$ cat src/rtl/spi_sample_rx_pkg.sv
// Shared definitions for the SPI sample receiver: FSM encoding, nibble field
// offsets inside each 4-bit I/Q sample, and the default word width.
package spi_sample_rx_pkg;

  typedef enum logic {
    ST_IDLE  = 1'b0,
    ST_SHIFT = 1'b1
  } rx_state_e;

  // Bit positions inside one nibble = {I1,I0,Q1,Q0}
  localparam int I1_BIT = 3;
  localparam int I0_BIT = 2;
  localparam int Q1_BIT = 1;
  localparam int Q0_BIT = 0;

  localparam int NIB_BITS      = 4;
  localparam int DEF_WORD_BITS = 8;

endpackage

$ cat src/rtl/spi_sample_rx_sync.sv
// Multi-flop pin synchronizer; RST_VAL sets the value every stage (and thus the
// output register) takes in reset, so a deselected SS can come up as 1.
module spi_sample_rx_sync #(
  parameter int   STAGES  = 2,
  parameter logic RST_VAL = 1'b0
) (
  input  logic i_clk,
  input  logic i_rst,
  input  logic i_d,
  output logic o_q
);

  logic [STAGES-1:0] r_chain;

  always_ff @(posedge i_clk or posedge i_rst) begin
    if (i_rst) r_chain <= {STAGES{RST_VAL}};
    else       r_chain <= {r_chain[STAGES-2:0], i_d};
  end

  assign o_q = r_chain[STAGES-1];

endmodule

$ cat src/rtl/spi_sample_rx.sv
// SPI mode-0 slave receiver, oversampled in the MCU_CLK_25_000 domain, with a
// valid/ready holding register. Define SPI_RX_STATS_EN to add WORD_CNT/DROP_CNT.
module spi_sample_rx
  import spi_sample_rx_pkg::*;
#(
  parameter int WORD_BITS   = DEF_WORD_BITS,
  parameter int SYNC_STAGES = 2
) (
  input  logic                 MCU_CLK_25_000,
  input  logic                 RESET_P,
  input  logic                 SPI_SCK,
  input  logic                 SPI_SS,
  input  logic                 SPI_MOSI,
  input  logic                 RX_READY,
  input  logic                 ERR_CLR,
  output logic [WORD_BITS-1:0] RX_DATA,
  output logic                 RX_VALID,
  output logic                 OVERRUN,
  output logic                 FRAME_ERR
`ifdef SPI_RX_STATS_EN
  ,
  output logic [15:0]          WORD_CNT,
  output logic [7:0]           DROP_CNT
`endif
);

  localparam int             CW   = $clog2(WORD_BITS);
  localparam logic [CW-1:0]  LAST = CW'(WORD_BITS - 1);

  logic w_sck_s, w_ss_s, w_mosi_s;

  spi_sample_rx_sync #(.STAGES(SYNC_STAGES), .RST_VAL(1'b0)) u_sync_sck (
    .i_clk(MCU_CLK_25_000), .i_rst(RESET_P), .i_d(SPI_SCK), .o_q(w_sck_s));
  spi_sample_rx_sync #(.STAGES(SYNC_STAGES), .RST_VAL(1'b1)) u_sync_ss (
    .i_clk(MCU_CLK_25_000), .i_rst(RESET_P), .i_d(SPI_SS), .o_q(w_ss_s));
  spi_sample_rx_sync #(.STAGES(SYNC_STAGES), .RST_VAL(1'b0)) u_sync_mosi (
    .i_clk(MCU_CLK_25_000), .i_rst(RESET_P), .i_d(SPI_MOSI), .o_q(w_mosi_s));

  rx_state_e            r_state;
  logic                 r_sck_d;
  logic [WORD_BITS-1:0] r_shift;
  logic [CW-1:0]        r_cnt;
  logic                 r_done;
  logic                 r_ferr;
  logic                 w_rise;

  assign w_rise = w_sck_s & ~r_sck_d;

  // r_shift keeps the completed word untouched until the next SCK rise, which is
  // several clocks away, so the holder can load straight from it on r_done.
  always_ff @(posedge MCU_CLK_25_000 or posedge RESET_P) begin
    if (RESET_P) begin
      r_state <= ST_IDLE;
      r_sck_d <= 1'b0;
      r_shift <= '0;
      r_cnt   <= '0;
      r_done  <= 1'b0;
      r_ferr  <= 1'b0;
    end else begin
      r_sck_d <= w_sck_s;
      r_done  <= 1'b0;
      r_ferr  <= 1'b0;
      case (r_state)
        ST_IDLE: begin
          if (!w_ss_s) r_state <= ST_SHIFT;
        end
        ST_SHIFT: begin
          if (w_ss_s) begin
            r_state <= ST_IDLE;
            r_cnt   <= '0;
            r_ferr  <= (r_cnt != '0);
          end else if (w_rise) begin
            r_shift <= {r_shift[WORD_BITS-2:0], w_mosi_s};
            if (r_cnt == LAST) begin
              r_cnt  <= '0;
              r_done <= 1'b1;
            end else begin
              r_cnt <= r_cnt + CW'(1);
            end
          end
        end
        default: r_state <= ST_IDLE;
      endcase
    end
  end

  assign FRAME_ERR = r_ferr;

  logic w_load, w_drop;
  assign w_load = r_done & (~RX_VALID | RX_READY);
  assign w_drop = r_done & RX_VALID & ~RX_READY;

  always_ff @(posedge MCU_CLK_25_000 or posedge RESET_P) begin
    if (RESET_P) begin
      RX_DATA  <= '0;
      RX_VALID <= 1'b0;
      OVERRUN  <= 1'b0;
    end else begin
      if (w_load) begin
        RX_DATA  <= r_shift;
        RX_VALID <= 1'b1;
      end else if (RX_VALID && RX_READY) begin
        RX_VALID <= 1'b0;
      end
      // A fresh drop outranks a same-cycle clear
      if (w_drop)       OVERRUN <= 1'b1;
      else if (ERR_CLR) OVERRUN <= 1'b0;
    end
  end

`ifdef SPI_RX_STATS_EN
  always_ff @(posedge MCU_CLK_25_000 or posedge RESET_P) begin
    if (RESET_P) begin
      WORD_CNT <= '0;
      DROP_CNT <= '0;
    end else begin
      if (w_load) WORD_CNT <= WORD_CNT + 16'd1;
      if (w_drop) DROP_CNT <= DROP_CNT + 8'd1;
    end
  end
`endif

endmodule

$ cat config.mk
export PLATFORM = sky130hd
export DESIGN_NAME = spi_sample_rx
export DESIGN_NICKNAME = d
export VERILOG_FILES = /design/src/rtl/spi_sample_rx_pkg.sv /design/src/rtl/spi_sample_rx_sync.sv /design/src/rtl/spi_sample_rx.sv
export SDC_FILE = /design/constraint.sdc
export NUM_CORES = 1
export LEC_CHECK = 0
export ABC_CLOCK_PERIOD_IN_PS = 4100
export BUFFER_PORTS_ARGS = -buffer_cell sky130_fd_sc_hd__buf_2
export CELL_PAD_IN_SITES_DETAIL_PLACEMENT = 1
export CELL_PAD_IN_SITES_GLOBAL_PLACEMENT = 2
export CORE_MARGIN = 2
export CORE_UTILIZATION = 41
export DETAILED_ROUTE_END_ITERATION = 6
export PLACE_DENSITY_LB_ADDON = 0.2
export SLEW_MARGIN = 40
export SYNTH_ARGS = -nofsm -noshare
export SYNTH_HDL_FRONTEND = slang
export SYNTH_HIERARCHICAL = 1
export SYNTH_SLANG_ARGS = --single-unit
$ cat constraint.sdc
create_clock -name MCU_CLK_25_000 -period 4.1 [get_ports MCU_CLK_25_000]
set_clock_uncertainty 0.15 [all_clocks]
set_input_delay 0.41 -clock MCU_CLK_25_000 [delete_from_list [all_inputs] [get_ports MCU_CLK_25_000]]
set_output_delay 0.41 -clock MCU_CLK_25_000 [all_outputs]
set_load 0.005 [all_outputs]
; Word-level counts from Yosys, hierarchy flattened
; Cells that the tools add are included.
[op_classes]
n_mux = 14
n_reduce_logical = 7
n_div = 0
n_eq_ne = 1
order_cmp = 0
bitwise = 9
mul = 0
n_shift = 0
add_sub_neg = 1
[op_table]
columns = cell, n
row1 = 2-to-1 mux 1 bit, 11
row2 = 2-to-1 mux 3 bit, 3
row3 = nonzero test 2 bit, 3
row4 = AND 1 bit, 4
row5 = NOT 1 bit, 4
row6 = "adder 3 x 1 -> 3 bit, second input constant", 1
row7 = "== test 3 bit, second input constant", 1
row8 = AND reduction 3 bit, 1
row9 = nonzero test 3 bit, 1
row10 = AND reduction 2 bit, 1
row11 = logical AND 1 bit, 1
row12 = OR 1 bit, 1
[word_totals]
wordCells = 44
romBits = 0
memories = 0
reg_bits = 31
ram_bits = 0
latchBits = 0

; Longest topological paths before layout
; Gate-level depths: netlist (run 1).
[depth]
depth_word = 5
ltp_mapped = 5
mapped_depth_nobuf = 5

; Hierarchy
; The synthesis (run 1) kept the hierarchy.
[by_module_without_submodules]
columns = mod, cells_per_inst, area_each_um2, seq_area_each_um2, n_inst
row1 = spi_sample_rx, 68, 993.5, 625.6, 1
row2 = spi_sample_rx_sync at u_sync_mosi ..., 3, 53.8, 50.0, 2
row3 = spi_sample_rx_sync at u_sync_ss, 3, 56.3, 52.6, 1

; Least setup slack after synthesis (run 1)
; Ideal clock, no wire load.
[synth_timing]
path_kind = reg2reg
start = register r_sck_d
end = register r_shift[0]
setup_time_ns = 0.125
t_required_ns = 3.825
t_arrival_ns = 1.225
stages_incl_launch_ff = 4
synth_period_minus_slack_ns = 1.499
setup_slack_ns = 2.601
path_cell_list = dfrtp_1 -> nand2b_4 -> nor3b_4 -> mux2_2
[synth_via]
elab_chain_cells = 3
[synth_lines]
columns = element, line
row1 = start: declaration, spi_sample_rx.sv:40  ; logic r_sck_d;
row2 = start signal: assignment, spi_sample_rx.sv:60  ; r_sck_d <= w_sck_s;
row3 = NOT 1 bit, spi_sample_rx.sv:47  ; assign w_rise = w_sck_s & ~r_sck_d;
row4 = AND 1 bit, spi_sample_rx.sv:47
row5 = AND reduction 3 bit (no line), --
row6 = end signal: assignment, spi_sample_rx.sv:73  ; r_shift <= {r_shift[WORD_BITS-2:0], w_mosi_s};
row7 = end: declaration, spi_sample_rx.sv:41  ; logic [WORD_BITS-1:0] r_shift;
; Every way passes these cells.
; A chain may end at the register's enable or synchronous reset.

; Worst setup path after layout (run 1)
[layout_timing]
start = register r_sck_d
end = register r_shift[2]
; Same word-level chain as after synthesis.

==> flow_summary.toml, run 1 <==
[critical_path]
cpPeakStageDelay_ns = 0.42
cpMaxStageDelayCell = "nor3b_4"
cp.required_ns = 4.16
cp.buffers_inverters = 0
critPathKind = "reg2reg"
endpoint_kind = "flop"
start_kind = "flop"
r2r_cells = 3
worst_ep_arrival_time_ns = 1.68
crit_chain = "nand2b_4 -> nor3b_4 -> mux2_2"
r2r_start = "r_sck_d"
ff2ff_setup_slack_ns = 2.48
r2r-end = "r_shift[2]"
cp_top_family = "simple AND/OR/NAND/NOR gates"
critPathMaxFanout = 9

[placed_design]
numPortBuffers = 17
place_congestion = 0.697
dp.cells = 125
hpwl_um = 1260

[global_route]
grt_pass1_vias = 682
grt_antenna_before_repair = 0
grt_max_degree = 26
grt-ovfl-total = 0
gr-usage-all-layers_pct = 12.9
grt_pass1_wl_um = 3020

[floorplan]
io_pins = 18
rows = 19
core-area_mm2 = 0.00271
die_w_um = 57.1
initial_core_util_pct = 42.7
dieArea_mm2 = 0.00326
die_h_um = 57.1

[synthesis]
avgSynthCellArea_um2 = 15.0
ys_seq_elements = 31
synth_top_family_by_area = "multiplexers"
netlist_area_mm2 = 0.00116
synth-simple-area-share_pct = 6.16
ys_seq_area_share_pct = 67.2
synthXorXnorAreaFrac_pct = 0
yosysWarnings = 6
synth_fa_ha_area_share_pct = 3.24
ys_types = 15
syn_inst = 77
synth_compound_gate_area_share_pct = 4.54
syn-num-nets = 87
synthMuxAreaShare_pct = 15.6

[clock_network]
cts-root-buf = "clkbuf_4"
clk_latency_ns = 0.32
post-cts-setup-buffer-count = 0
h-tree-depth = 2
cts_hold_buf = 1
cts_resized = 0
clk_path_buf_depth = 2
clk_pin_slew_ns = 0.09
cts_tree = "done"
cts_buffers = 5
cts_sinks = 31

[timing]
fin_tns_setup_ns = 0
slew_viol_final = 0
fin_crit_ns = 1.62
fmax_ghz = 0.616
final-setup-viol-count = 0
finalCritPeriodShare_pct = 39.6
worstMarginPinSlew_ns = 0.511
finalHoldViolCount = 0
rsz0062_at_grt = "false"
relSlewSlack_pct = 65.9

[power]
power_density_mw_per_mm2 = 429
pwr-share-clk_pct = 30.3
cellLeakagePower_nw = 0.722
pwr-share-seq_pct = 61.3
internal_power_w = 0.000442
power_switching_w = 0.000140
switching_share_pct = 24.1
p_comb_share_pct = 8.4
finalPower_w = 0.000582
irDropWorstVdd_mv = 0.274

[routing]
route.detailed.drc = 0
viasPerCell = 5.00
drt_iter0_markers = 8
final_antenna_net_count = 0
wl_per_cell_um = 13.0
drt_first_pass_iters = 3
dr_total_vias = 670
wl_um = 1750

[final_layout]
area_growth_pct = 17.3
layout_commonest_cell = "dfrtp_1"
final_nets = 113
final_cell_mix = "29 x dfrtp_1, 17 x buf_2, 16 x mux2_2"
insertedDiodeCount = 0
final_util_pct = 50.1
fin_cells = 134
drive_gt1_share_pct = 45.6

[worst_hold_path]
hp-class = "in2reg"
holdPathEnd = "u_sync_sck/r_chain[0]"
min_path_cells = 1
hold_start = "SPI_SCK"

[run]
cap_violations = 0

[outcome]
outcome = "finished, final reports clean"
[area by class of cell]
| type | count | area (um2) |
|---|---|---|
| Fill cell | 282 | 1350 |
| Sequential cell | 31 | 778 |
| Multi-Input combinational cell | 36 | 342 |
| Timing Repair Buffer | 19 | 105 |
| Clock buffer | 6 | 51.3 |
| Tap cell | 31 | 38.8 |
| Inverter | 10 | 37.5 |
| Clock inverter | 1 | 5.00 |
[cell families (layout without fill, tap and decap cells)]
family          count (synthesis)  after routing
flops                          31             31
simple gates                    9              9
buf+inv                        10             36
mux                            16             16
fa+ha+maj                       3              3
compound gates                  8              8
[per-stage QoR]
stage	setup slack, ns	cell area (um2)	hold slack [ns]
after CTS	2.46	1350	0.00713
after global routing	2.40	1360	0.0104
after detailed placement	2.43	1280	0.151
final	2.48	1360	0.0393
after floorplan	2.60	1160	0.00118
after global placement	2.48	1280	0.141
[worst reg2reg max path, stage by stage, from the launching register on]
cell      delay [ns]
dfrtp_1         0.38
nand2b_4        0.16
nor3b_4         0.42
mux2_2          0.39
[power groups by stage]
stage	logic, W	clock network (W)	registers, W
after floorplan	0.0000385	0	0.000354
after global placement	0.0000476	0	0.000361
after detailed placement	0.0000490	0	0.000364
after CTS	0.0000499	0.000185	0.000358
after global routing	0.0000561	0.000199	0.000362
final	0.0000491	0.000176	0.000356
[layer usage]
layer | share of wire, % | track usage [%]
met2 | 48 | 19.7
met1 | 43 | 14.5
met4 | 1.8 | 9.97
met3 | 7.2 | 4.76
met5 | 0 | 0
[how the worst max path moves through the flow]
stage                  start    endpoint  slack [ns]  cells after the start
CTS                  r_sck_d  r_shift[4]        2.46                      3
global placement    RX_READY  RX_DATA[1]        2.48                      4
floorplan            r_sck_d  r_shift[0]        2.60                      3
global route         r_sck_d  r_shift[2]        2.40                      3
detailed placement  RX_READY  RX_DATA[3]        2.43                      4
finish               r_sck_d  r_shift[2]        2.48                      3
[registers in the layout, indices dropped and copies added, names as in the netlist]
name,cells
u_sync_mosi/r_chain,2
u_sync_ss/r_chain,2
r_cnt,3
r_state,1
RX_VALID,1
u_sync_sck/r_chain,2
r_sck_d,1
RX_DATA,8
OVERRUN,1
r_shift,8
r_done,1
FRAME_ERR,1
[synth_stat cells]
library cell | count | share of area [%]
nor3b_4 | 1 | 1.6
mux2_2 | 16 | 16
nand2b_4 | 1 | 1.2
and3b_2 | 1 | 0.86
inv_1 | 10 | 3.2
ha_1 | 3 | 3.2
o22ai_1 | 4 | 2.2
nor2_1 | 1 | 0.32
a22oi_1 | 3 | 1.9
dfstp_2 | 2 | 4.5
and2_2 | 1 | 0.65
dfrtp_1 | 29 | 63
nand2b_1 | 1 | 0.54
nand2_1 | 3 | 0.97
a21oi_1 | 1 | 0.43
(Power assumes the default switching activity.)
==> inputs of run 2 (changes only) <==
ABC_AREA = 1   (was default)
ABC_CLOCK_PERIOD_IN_PS = 1500   (was 4100)
CORE_UTILIZATION = 34   (was 41)
clock period = 1.5 ns   (was 4.1 ns; I/O delays follow)
==> run 2 against run 1 <==
Against the previous run: cell count is 49% higher; worst setup slack got worse by 2.3 ns; count of clock-buffer cells in the layout increased by 1; synthesized cell count rose by 58%; highest routed layer unchanged.
==> flow_summary.toml, run 2 <==
[routing]
drt_first_pass_iters = 4
dr_total_vias = 893
viasPerCell = 4.49
final_antenna_net_count = 0
wl_per_cell_um = 11.8
wl_um = 2340
route.detailed.drc = 0
drt_iter0_markers = 30

[run]
cap_violations = 0

[final_layout]
multi_input_area_um2 = 347
fin_cells = 199
insertedDiodeCount = 0
nFillCells = 394
layout_commonest_cell = "nand2_1"
final_nets = 162
area_growth_pct = 20.4
ff_latch_area_um2 = 778
finalInstanceArea_mm2 = 0.00146
top_regs = "RX_DATA (8), r_shift (8), r_cnt (3)"
drive_gt1_share_pct = 22.9
final_cell_mix = "39 x nand2_1, 29 x dfrtp_1, 21 x nand3_1"

[critical_path]
critPathMaxFanout = 4
cpPeakStageDelay_ns = 0.42
cp.buffers_inverters = 0
timing.critical_path.from = "r_cnt[0]"
r2r_cells = 5
cp.required_ns = 1.62
endpoint_kind = "flop"
cpMaxStageDelayCell = "dfrtp_1"
crit_chain = "ha_1 -> ha_1 -> nor2_1 -> nand3_1 -> nand2_1"
r2r_start = "r_cnt[0]"
crit_top_cell = "ha_1"
start_kind = "flop"
r2r-end = "r_cnt[0]"
ff2ff_setup_slack_ns = 0.18
cp_top_family = "flip-flops"
critPathKind = "reg2reg"
worst_ep_arrival_time_ns = 1.44

[synthesis]
synth_common_cells = "39 x nand2_1, 29 x dfrtp_1, 21 x nand3_1, 15 x inv_1, 3 x ha_1"
synth_flop_cell = "dfrtp_1"
ys_types = 14
yosysWarnings = 6
synth_top_cell_area_share_pct = 59.8
ys_seq_elements = 31
syn-num-nets = 132
avgSynthCellArea_um2 = 9.95
synth_top_area_cell = "dfrtp_1"
synth_edf_count = 0
synth_most_common_cell = "nand2_1"
async_reset_ff_share_pct = 100
netlist_area_mm2 = 0.00121
ys_seq_area_share_pct = 64.1
syn_inst = 122
synth_area_leaders = "dfrtp_1 60%, nand2_1 12%, nand3_1 8.7%, inv_1 4.6%, dfstp_2 4.3%"

[placed_design]
numPortBuffers = 17
dp.cells = 186
post-place-ws_ns = 0.185
dpl-instance-area_mm2 = 0.00136
hpwl_um = 1720
place_congestion = 0.709

[floorplan]
die_w_um = 63.7
io_pins = 18
rows = 21
die_h_um = 63.7
dieArea_mm2 = 0.00406
initial_core_util_pct = 35.8
core-area_mm2 = 0.00339

[clock_network]
h-tree-depth = 2
clk_pin_slew_ns = 0.09
cts_sinks = 31
cts_buffers = 5
cts_resized = 0
clk_path_buf_depth = 2
cts-root-buf = "clkbuf_4"
clk_latency_ns = 0.33
cts_tree = "done"
post-cts-setup-buffer-count = 0
cts_hold_buf = 5

[power]
irDropWorstVdd_mv = 0.451
power_density_mw_per_mm2 = 1020
cellLeakagePower_nw = 0.824
finalPower_w = 0.00148

[timing]
slew_viol_final = 0
fin_tns_setup_ns = 0
fmax_ghz = 0.757
finalWorstSetupSlack_ns = 0.178
worstMarginPinSlew_ns = 0.310
relSlewSlack_pct = 79.4
finalCritPeriodShare_pct = 88.1
fin_crit_ns = 1.32
finalHoldViolCount = 0
rsz0062_at_grt = "false"
final-setup-viol-count = 0

[global_route]
gr-usage-all-layers_pct = 13.7
grt_antenna_before_repair = 0
grt_pass1_vias = 945
grt_pass1_wl_um = 4120
grt-ovfl-total = 0
grt_max_degree = 26

[worst_hold_path]
hp-class = "in2async"

[outcome]
outcome = "finished, final reports clean"
-- run 2: worst min-delay path: cells and delay by family --
| family | cells | cell delay, ns |
|---|---|---|
| buffers and inverters | 3 | 0.75 |
-- run 2: metal layers --
layer	vias up	routed length, um	track usage [%]
li1	439	-	-
met1	432	1020	14.4
met2	18	1160	23.3
met3	4	117	5.81
met4	0	42	7.34
met5	-	0	0
-- run 2: kinds of logic after synthesis --
logic type	count (synthesis)	synth area share, %
simple gates	67	24.5
fa+ha+maj	3	3.09
buf+inv	19	7.32
flops	31	64.1
compound gates	2	0.928
-- run 2: final cells by class --
type	instances	share of cell area, %
inverters	15	3.85
well taps	46	3.94
repair buffers	27	11.8
clock inverters	1	0.342
flip-flops and latches	31	53.3
multi-input cells	72	23.7
clock buffers	7	3.08
-- run 2: through the flow --
step	hold WS, ns	util [%]
2_1_floorplan	-0.259	-
3_3_place_gp	-0.120	40.2
3_5_place_dp	-0.110	40.2
4_1_cts	0.0667	43.1
5_1_grt	0.0896	43.1
6_report	0.0835	43.1
-- run 2: worst max path at each step --
stage	endpoint	cells after the start	slack, ns
after floorplan	r_cnt[2]	4	0.27
after global placement	r_cnt[2]	4	0.26
after detailed placement	r_cnt[0]	5	0.19
after CTS	r_cnt[0]	5	0.16
after global routing	r_cnt[0]	5	0.13
final	r_cnt[0]	5	0.18
-- run 2: power by group --
part | internal, W | total [W] | switching [W]
Clock | 0.000182 | 0.000456 | 0.000274
Sequential | 0.000885 | 0.000925 | 0.0000391
Combinational | 0.0000428 | 0.000104 | 0.0000611
Total | 0.00111 | 0.00148 | 0.000374
